`src/rtl/multdiv_ctrl.sv`:
```
// Sequencer for the iterative multiply/divide unit and arbiter for the register-file write port.
// Latency: start pulse in the issue cycle; the write lands one cycle after md_ready, plus one cycle per MW write that blocks it.
// Backpressure: stall holds the front end from RUN until the result owns the write port; MW writes always win the port.
//
// Ports:
//   clock, reset               - rising-edge clock, synchronous active-high reset
//   dx_insn, dx_valid          - instruction in DX, decoded here for mul/div
//   md_result, md_exception,
//   md_ready                   - multdiv completion pulse, result and exception flag
//   ctrl_mult, ctrl_div        - one-cycle start pulses to the multdiv unit
//   mw_data, mw_reg, mw_we     - normal MW-stage writeback request
//   wb_data, wb_reg, wb_we     - arbitrated register-file write port
//   stall, busy                - front-end freeze, operation in flight

module multdiv_ctrl #(
    parameter int LATENCY = 32,
    parameter int TIMEOUT = 40
) (
    input  logic        clock,
    input  logic        reset,
    input  logic [31:0] dx_insn,
    input  logic        dx_valid,
    input  logic [31:0] md_result,
    input  logic        md_exception,
    input  logic        md_ready,
    output logic        ctrl_mult,
    output logic        ctrl_div,
    input  logic [31:0] mw_data,
    input  logic [4:0]  mw_reg,
    input  logic        mw_we,
    output logic [31:0] wb_data,
    output logic [4:0]  wb_reg,
    output logic        wb_we,
    output logic        stall,
    output logic        busy
);

    // Counter must hold the timeout threshold; it is also wide enough to
    // observe a nominal-latency completion should TIMEOUT ever be set below it.
    localparam int CNT_MAX = (TIMEOUT > LATENCY) ? TIMEOUT : LATENCY;
    localparam int CNT_W   = $clog2(CNT_MAX + 1);

    localparam logic [1:0] ST_IDLE    = 2'd0;
    localparam logic [1:0] ST_RUN     = 2'd1;
    localparam logic [1:0] ST_WB_PEND = 2'd2;

    // Exception writes go to rstatus with a code per operation kind.
    localparam logic [4:0]  RSTATUS_REG = 5'd30;
    localparam logic [31:0] EXC_MUL     = 32'd4;
    localparam logic [31:0] EXC_DIV     = 32'd5;

    localparam logic [4:0] OPC_ALU    = 5'b00000;
    localparam logic [4:0] ALUOP_MUL  = 5'b00110;
    localparam logic [4:0] ALUOP_DIV  = 5'b00111;

    logic [1:0]       state_q,  state_d;
    logic [CNT_W-1:0] cnt_q,    cnt_d;
    logic [4:0]       rd_q,     rd_d;
    logic             op_div_q, op_div_d;
    logic [31:0]      result_q, result_d;
    logic             exc_q,    exc_d;

    logic is_mul;
    logic is_div;
    logic [4:0] dx_rd;

    assign is_mul = dx_valid && (dx_insn[31:27] == OPC_ALU) && (dx_insn[6:2] == ALUOP_MUL);
    assign is_div = dx_valid && (dx_insn[31:27] == OPC_ALU) && (dx_insn[6:2] == ALUOP_DIV);
    assign dx_rd  = dx_insn[26:22];

    // Source/shift fields are irrelevant to sequencing.
    logic unused_insn_bits;
    assign unused_insn_bits = ^{dx_insn[21:7], dx_insn[1:0]};

    always_comb begin
        state_d  = state_q;
        cnt_d    = cnt_q;
        rd_d     = rd_q;
        op_div_d = op_div_q;
        result_d = result_q;
        exc_d    = exc_q;

        ctrl_mult = 1'b0;
        ctrl_div  = 1'b0;
        stall     = 1'b0;
        busy      = 1'b0;
        // MW owns the write port unless the pending result takes it below.
        wb_data   = mw_data;
        wb_reg    = mw_reg;
        wb_we     = mw_we;

        case (state_q)
            ST_IDLE: begin
                // md_ready is ignored here, including in the issue cycle.
                if (is_mul || is_div) begin
                    ctrl_mult = is_mul;
                    ctrl_div  = is_div;
                    rd_d      = dx_rd;
                    op_div_d  = is_div;
                    cnt_d     = '0;
                    result_d  = '0;
                    exc_d     = 1'b0;
                    state_d   = ST_RUN;
                end
            end

            ST_RUN: begin
                stall = 1'b1;
                busy  = 1'b1;
                cnt_d = cnt_q + CNT_W'(1);
                if (md_ready) begin
                    result_d = md_result;
                    exc_d    = md_exception;
                    state_d  = ST_WB_PEND;
                end else if (cnt_q == CNT_W'(TIMEOUT - 1)) begin
                    // Unit never answered: report it as an exception of this op.
                    exc_d   = 1'b1;
                    state_d = ST_WB_PEND;
                end
            end

            ST_WB_PEND: begin
                stall = 1'b1;
                busy  = 1'b1;
                // An MW write is older than the multdiv result, so it goes first
                // and the result waits another cycle.
                if (!mw_we) begin
                    if (exc_q) begin
                        wb_reg  = RSTATUS_REG;
                        wb_data = op_div_q ? EXC_DIV : EXC_MUL;
                        wb_we   = 1'b1;
                    end else begin
                        wb_reg  = rd_q;
                        wb_data = result_q;
                        wb_we   = (rd_q != 5'd0);
                    end
                    state_d = ST_IDLE;
                end
            end

            default: begin
                state_d = ST_IDLE;
            end
        endcase

        // All outputs are quiet while reset is held, whatever the inputs say.
        if (reset) begin
            ctrl_mult = 1'b0;
            ctrl_div  = 1'b0;
            stall     = 1'b0;
            busy      = 1'b0;
            wb_data   = '0;
            wb_reg    = '0;
            wb_we     = 1'b0;
        end
    end

    always_ff @(posedge clock) begin
        if (reset) begin
            state_q  <= ST_IDLE;
            cnt_q    <= '0;
            rd_q     <= '0;
            op_div_q <= 1'b0;
            result_q <= '0;
            exc_q    <= 1'b0;
        end else begin
            state_q  <= state_d;
            cnt_q    <= cnt_d;
            rd_q     <= rd_d;
            op_div_q <= op_div_d;
            result_q <= result_d;
            exc_q    <= exc_d;
        end
    end

endmodule

```
`config.mk`:
```
export PLATFORM = sky130hd
export DESIGN_NAME = multdiv_ctrl
export DESIGN_NICKNAME = d
export VERILOG_FILES = /design/src/rtl/multdiv_ctrl.sv
export SDC_FILE = /design/constraint.sdc
export NUM_CORES = 1
export LEC_CHECK = 0
export BUFFER_PORTS_ARGS = -buffer_cell sky130_fd_sc_hd__buf_2
export CAP_MARGIN = 20
export CELL_PAD_IN_SITES_DETAIL_PLACEMENT = 1
export CELL_PAD_IN_SITES_GLOBAL_PLACEMENT = 1
export CORE_ASPECT_RATIO = 1.5
export CORE_UTILIZATION = 31
export CTS_CLUSTER_DIAMETER = 60
export DETAILED_ROUTE_END_ITERATION = 10
export GPL_TIMING_DRIVEN = 0
export MAX_ROUTING_LAYER = met4
export PLACE_DENSITY_LB_ADDON = 0.08
export SLEW_MARGIN = 20
export SYNTH_ARGS = -nofsm -noshare
export SYNTH_HDL_FRONTEND = slang
export SYNTH_SLANG_ARGS = --single-unit
```
`constraint.sdc`:
```
create_clock -name clock -period 3.1 [get_ports clock]
set_input_delay 0.93 -clock clock [delete_from_list [all_inputs] [get_ports clock]]
set_output_delay 0.93 -clock clock [all_outputs]
set_load 0.005 [all_outputs]
```
==> impl_metrics.json, run 1 <==
{
  "status": "finished clean",
  "setup_viol": 0,
  "avgSynthCellArea_um2": 7.35,
  "arrival_ns": 2.12,
  "grt_max_degree": 15,
  "rows": 42,
  "holdBufCountCts": 0,
  "clockPowerShare_pct": 43.9,
  "met3_usage_pct": 3.10,
  "switchingPower_mw": 0.329,
  "crit_path_max_fanout": 2,
  "globalRouteOverflowTotal": 0,
  "p_seq_share_pct": 44.7,
  "cts.sinks": 47,
  "holdPathStages": 2,
  "clock-root-buffer": "clkbuf_16",
  "cts_buffer_depth": 2,
  "drive_gt1_share_pct": 31.3,
  "finalHoldViolCount": 0,
  "clkTransAtPathRegs_ns": 0.07,
  "clk_latency_ns": 0.30,
  "remaining_drc_errors": 0,
  "core-area_mm2": 0.00878,
  "wirelength_mm": 10.4,
  "r2r_cells": 9,
  "grt_use_total_pct": 23.7,
  "fmax_mhz": 328,
  "syn_inst": 379,
  "switching_share_pct": 24.3,
  "drtIter0Drc": 198,
  "vias": 3394,
  "muxShareOfSynthArea_pct": 2.87,
  "htree_num_levels": 2,
  "areaGrowthSynthToFinish_pct": 36.0,
  "synth-async-reset-ratio_pct": 0,
  "synth_flop_cell": "dfxtp_1",
  "cts_inserted_buffers": 5,
  "dp_hpwl_mm": 7.86,
  "p_leak_nw": 1.62,
  "nNetsFinal": 625,
  "finalPower_mw": 1.35,
  "final_antenna_net_count": 0,
  "grtUsageMet1_pct": 26.9,
  "grt_pass1_vias": 3468,
  "synthXorXnorAreaFrac_pct": 0,
  "hold_path_class": "reg -> reg",
  "synth_edf_count": 0,
  "grt_util_met2_pct": 42.5,
  "cellInternalPower_mw": 1.02,
  "reg2reg_slack_ns": 0.65,
  "place_area_mm2": 0.00357,
  "peakVddDrop_mv": 0.236,
  "fin_crit_sh_pct": 98.3,
  "dr.pass1.iters": 4,
  "diodes": 0,
  "drv_slew": 0,
  "top_usage_layer": "met2",
  "r2r-start": "state_q[1]",
  "synth-seq-area-share_pct": 33.8,
  "p_comb_share_pct": 11.4,
  "p_per_area_mw_per_mm2": 357,
  "place_congestion": 0.775,
  "slew_headroom_pct": 56.0,
  "worst_pin_slew_ns": 0.655,
  "synth-adder-area-share_pct": 1.80,
  "ys_warn_count": 0,
  "synth_top_family_by_area": "simple AND/OR/NAND/NOR gates",
  "die_area_mm2": 0.00938,
  "synthSimpleGateAreaFrac_pct": 31.3,
  "holdPathEnd": "result_q[4]",
  "synth-compound-area-share_pct": 23.4,
  "period_needed_ns": 3.05,
  "hp-start": "result_q[4]",
  "syn_area_mm2": 0.00279,
  "r2r_end": "result_q[28]",
  "synth_nets": 490,
  "maxCapViolCount": 0,
  "tritoncts": "done",
  "fill_cells": 1164,
  "postLayoutCellArea_mm2": 0.00379,
  "worstSetupPathType": "in -> out",
  "antenna_found_initial": 0,
  "dieWidth_um": 79.4,
  "end_kind": "output pin",
  "startpoint_type": "primary input",
  "io_pins": 149,
  "start_util_pct": 31.8,
  "synth-seq-cells": 47,
  "synth_cell_type_count": 36,
  "required_ns": 2.17,
  "viasPerCell": 5.43,
  "io_buffer_count": 129,
  "wl_per_cell_um": 16.7,
  "die_h_um": 118,
  "clock_skew_ns": 0.0101,
  "rsz0062_at_grt": "yes",
  "grt_pass1_wl_mm": 16.9
}
## layout make-up
class / count / area, um2 / share of cell area [%]
repair buffers: 130 / 659 / 17.4
well taps: 110 / 138 / 3.63
multi-input cells: 283 / 1680 / 44.4
clock inverters: 1 / 7.51 / 0.198
flip-flops and latches: 47 / 941 / 24.8
inverters: 5 / 18.8 / 0.495
clock buffers: 7 / 153 / 4.03
plain buffers: 42 / 189 / 4.99
## registers in the layout, summed over array words and instances, names as in the netlist
| signal | flops |
|---|---|
| rd_q | 5 |
| exc_q | 1 |
| cnt_q | 6 |
| result_q | 32 |
| op_div_q | 1 |
| state_q | 2 |
## layer usage
metal	up-vias	wire [um]
met2	99	5620
met1	1636	4230
met5	-	0
met3	7	476
li1	1652	-
met4	0	112
## worst max-delay path, stage by stage
cell and delay (ns):
buf_6 0.09, or4_4 0.55, nor2_4 0.14, nand3_2 0.10, nor3b_2 0.17, buf_2 0.13
## timing repair
item | in CTS | in global routing
resized for setup | 18 | 8
setup buffers | 1 | 0
endpoints found under the setup margin | 35 | 37
pin swaps | 1 | 4
gates cloned | 0 | 0
## power by group through the flow
stage	Sequential, mW	Clock (mW)	Combinational [mW]
4_1_cts	0.603	0.609	0.156
3_5_place_dp	0.617	0	0.153
3_3_place_gp	0.617	0	0.150
5_1_grt	0.603	0.626	0.172
6_report	0.604	0.594	0.154
2_1_floorplan	0.617	0	0.0550
## how the worst max path moves through the flow
stage,start,to,cells past startpoint
final,dx_insn[29],ctrl_div,6
after global placement,mw_we,wb_data[26],7
after global routing,dx_insn[29],ctrl_mult,6
after CTS,dx_insn[28],ctrl_mult,7
after floorplan,dx_insn[28],ctrl_div,5
after detailed placement,mw_we,wb_data[26],7
## cell usage in the layout, fill, tap and decap left out, drive strengths merged, types with 2 or more instances in the layout
cell,Yosys,routed
nor4,2,2
nand3,4,4
nand4,32,32
ha,4,4
nand3b,33,33
nor3,10,10
a31oi,4,4
or4,4,4
a211oi,2,2
dfxtp,47,47
nand2b,5,5
nor2,17,17
nand2,36,36
o21ai,35,35
clkbuf,40,45
nor2b,3,3
inv,5,5
mux2i,8,8
buf,4,134
nand4b,2,2
a21oi,69,69
## through the flow
stage               std cells  hold slack, ns  setup TNS (ns)  utilization (%)  setup slack, ns
finish                    625           0.477               0             43.2           0.0526
CTS                       626           0.481        -0.00463             43.1         -0.00463
global route              625           0.499        -0.00592             43.2         -0.00592
detailed placement        618           0.471           -9.51             40.7           -0.520
global placement          618           0.462           -7.13             40.7           -0.439
floorplan                 379           0.453               0                -            0.121
## synth_stat cells, types with 3 or more instances
cell | count | area [um2]
nor3_1 | 10 | 50.1
nand2_1 | 36 | 135
a21oi_1 | 69 | 345
nand3_1 | 4 | 20.0
or4_1 | 4 | 30.0
nor2_1 | 17 | 63.8
nand3b_1 | 33 | 248
ha_1 | 4 | 50.1
clkbuf_1 | 39 | 146
mux2i_1 | 8 | 80.1
a31oi_1 | 4 | 25.0
inv_1 | 5 | 18.8
buf_2 | 3 | 15.0
dfxtp_1 | 47 | 941
nand2b_1 | 5 | 31.3
o21ai_0 | 35 | 175
nor2b_1 | 3 | 18.8
nand4_1 | 32 | 200
## kinds of logic (layout without fill, tap and decap cells)
logic type,count (synthesis),in the layout
AO/OA/AOI/OAI,118,118
adder cells (fa/ha/maj),4,4
buffers and inverters,49,185
flip-flops,47,47
multiplexers,8,8
AND/OR/NAND/NOR,153,153
Note: power is estimated with default switching activity, not from simulation.
==> run 2: changes to the inputs <==
Settings changed: CORE_UTILIZATION 31 to 28, PLACE_DENSITY_LB_ADDON 0.08 to 0.1.
Clock period 3.1 ns to 2.7 ns, I/O delays scaled along.
==> impl_metrics.json, run 2 (synthesis gave the netlist of run 1 again) <==
{
  "top_usage_layer": "met2",
  "viasPerCell": 5.32,
  "rows": 44,
  "r2r_end": "state_q[1]",
  "top_regs": "result_q x32, cnt_q x6, rd_q x5",
  "startpoint_type": "primary input",
  "finalWorstSetupSlack_ns": -0.110,
  "r2r_cells": 7,
  "holdBufCountCts": 0,
  "rsz0062_at_grt": "yes",
  "die_area_mm2": 0.0104,
  "path_cells": "buf_6 > or4_4 > nor2_4 > nand3_2 > nor3b_2 > buf_2",
  "grt_max_degree": 15,
  "cts_inserted_buffers": 5,
  "reg2reg_slack_ns": 0.40,
  "drtIter0Drc": 117,
  "vias": 3379,
  "start_util_pct": 28.8,
  "nNetsFinal": 630,
  "fmax_mhz": 356,
  "worstSetupPathType": "in -> out",
  "drive_gt1_share_pct": 33.5,
  "areaGrowthSynthToFinish_pct": 39.7,
  "period_needed_ns": 2.81,
  "crit_buf_inv": 2,
  "final_common_cell": "buf_2",
  "grt_util_met2_pct": 39.3,
  "dp_hpwl_mm": 8.13,
  "place_area_mm2": 0.00358,
  "path_delay_family": "simple AND/OR/NAND/NOR gates",
  "status": "finished with violations",
  "clock_skew_ns": 0.00215,
  "hold_path_class": "reg -> reg",
  "core-area_mm2": 0.00969,
  "maxCapViolCount": 0,
  "largest_reg_flops": 32,
  "fill_cells": 1269,
  "antenna_found_initial": 0,
  "clock-root-buffer": "clkbuf_16",
  "grtUsageMet1_pct": 23.8,
  "htree_num_levels": 2,
  "violations": "negative setup slack",
  "remaining_drc_errors": 0,
  "grt_use_total_pct": 21.4,
  "final_cell_mix": "buf_2, a21oi_1, dfxtp_1",
  "peakVddDrop_mv": 0.260,
  "path_depth": 6,
  "cp-endpoint": "ctrl_div",
  "io_pins": 149,
  "r2r-start": "state_q[1]",
  "cts_buffer_depth": 2,
  "globalRouteOverflowTotal": 0,
  "setup_viol": 2,
  "die_h_um": 124,
  "required_ns": 1.89,
  "slowest_delay_ns": 0.57,
  "place_congestion": 0.762,
  "grt_pass1_vias": 3406,
  "slew_headroom_pct": 54.6,
  "wl_per_cell_um": 16.9,
  "fin_crit_sh_pct": 104,
  "cpMaxStageDelayCell": "or4_4",
  "finalPower_mw": 1.62,
  "p_leak_nw": 1.68,
  "drv_slew": 0,
  "cts.sinks": 47,
  "crit_path_max_fanout": 4,
  "met3_usage_pct": 2.98,
  "final_antenna_net_count": 0,
  "dr.pass1.iters": 4,
  "clkTransAtPathRegs_ns": 0.06,
  "arrival_ns": 2.00,
  "clk_latency_ns": 0.30,
  "grt_pass1_wl_mm": 17.0,
  "io_buffer_count": 129,
  "p_per_area_mw_per_mm2": 416,
  "tritoncts": "done",
  "regMostFlops": "result_q",
  "finalHoldViolCount": 0,
  "worst_pin_slew_ns": 0.675,
  "dieWidth_um": 83.5,
  "end_kind": "output pin",
  "wirelength_mm": 10.7,
  "fin_tns_setup_ns": -0.160,
  "postLayoutCellArea_mm2": 0.00389,
  "cp-startpoint": "dx_insn[28]",
  "diodes": 0
}
-- run 2: cell types whose count changed in the layout (fill, tap and decap cells not counted), moves of 2 or more --
cell and delta:
buf_4 +5, clkbuf_1 -6, clkbuf_2 +2, clkbuf_4 +2
-- run 2: worst register-to-register path, stage by stage, from the launching register on --
cell and delay, ns:
dfxtp_1 0.33, inv_1 0.09, ha_1 0.14, clkbuf_1 0.30, nor2b_1 0.47, o21ai_0 0.36, and4_1 0.30, o21ba_2 0.20
-- run 2: worst min path at each step --
stage | from | endpoint | slack [ns] | cells after the start
final | result_q[22] | result_q[22] | 0.48 | 2
after global routing | result_q[16] | result_q[16] | 0.50 | 2
after CTS | result_q[28] | result_q[28] | 0.48 | 2
after detailed placement | result_q[28] | result_q[28] | 0.47 | 2
after global placement | result_q[3] | result_q[3] | 0.46 | 2
after floorplan | cnt_q[0] | cnt_q[0] | 0.45 | 2
-- run 2: where the power goes --
part / total [mW] / leakage [nW] / internal [mW] / switching [mW]
Combinational: 0.180 / 1.21 / 0.0893 / 0.0911
Sequential: 0.693 / 0.378 / 0.693 / 0.0000658
Clock: 0.745 / 0.0868 / 0.461 / 0.284
-- run 2: what timing repair did --
item                       CTS  global route
setup endpoints to repair   55            62
gates resized for setup     28            18
buffers inserted             3             3
pin swaps                    0             2
-- run 2: metrics by stage --
step,instances,hold slack (ns),util [%],setup WS (ns)
6_report,635,0.483,40.2,-0.110
5_1_grt,635,0.497,40.2,-0.170
2_1_floorplan,379,0.453,-,0.00548
3_3_place_gp,623,0.462,37.0,-0.599
4_1_cts,633,0.480,39.7,-0.166
3_5_place_dp,623,0.470,37.0,-0.648
-- run 2: layer usage --
layer	vias up	wire (um)
met1	1620	4440
met5	-	0
met3	14	340
met2	82	5760
li1	1663	-
met4	0	182
-- run 2: final cells by class --
type	instances	area, um2	share of cell area (%)
buffer	42	211	5.43
clock buffer	6	139	3.57
inverter	5	18.8	0.482
tap	115	144	3.70
multi-input combinational	283	1710	43.8
timing repair buffer	135	697	17.9
sequential	47	941	24.2
clock inverter	2	35.0	0.900
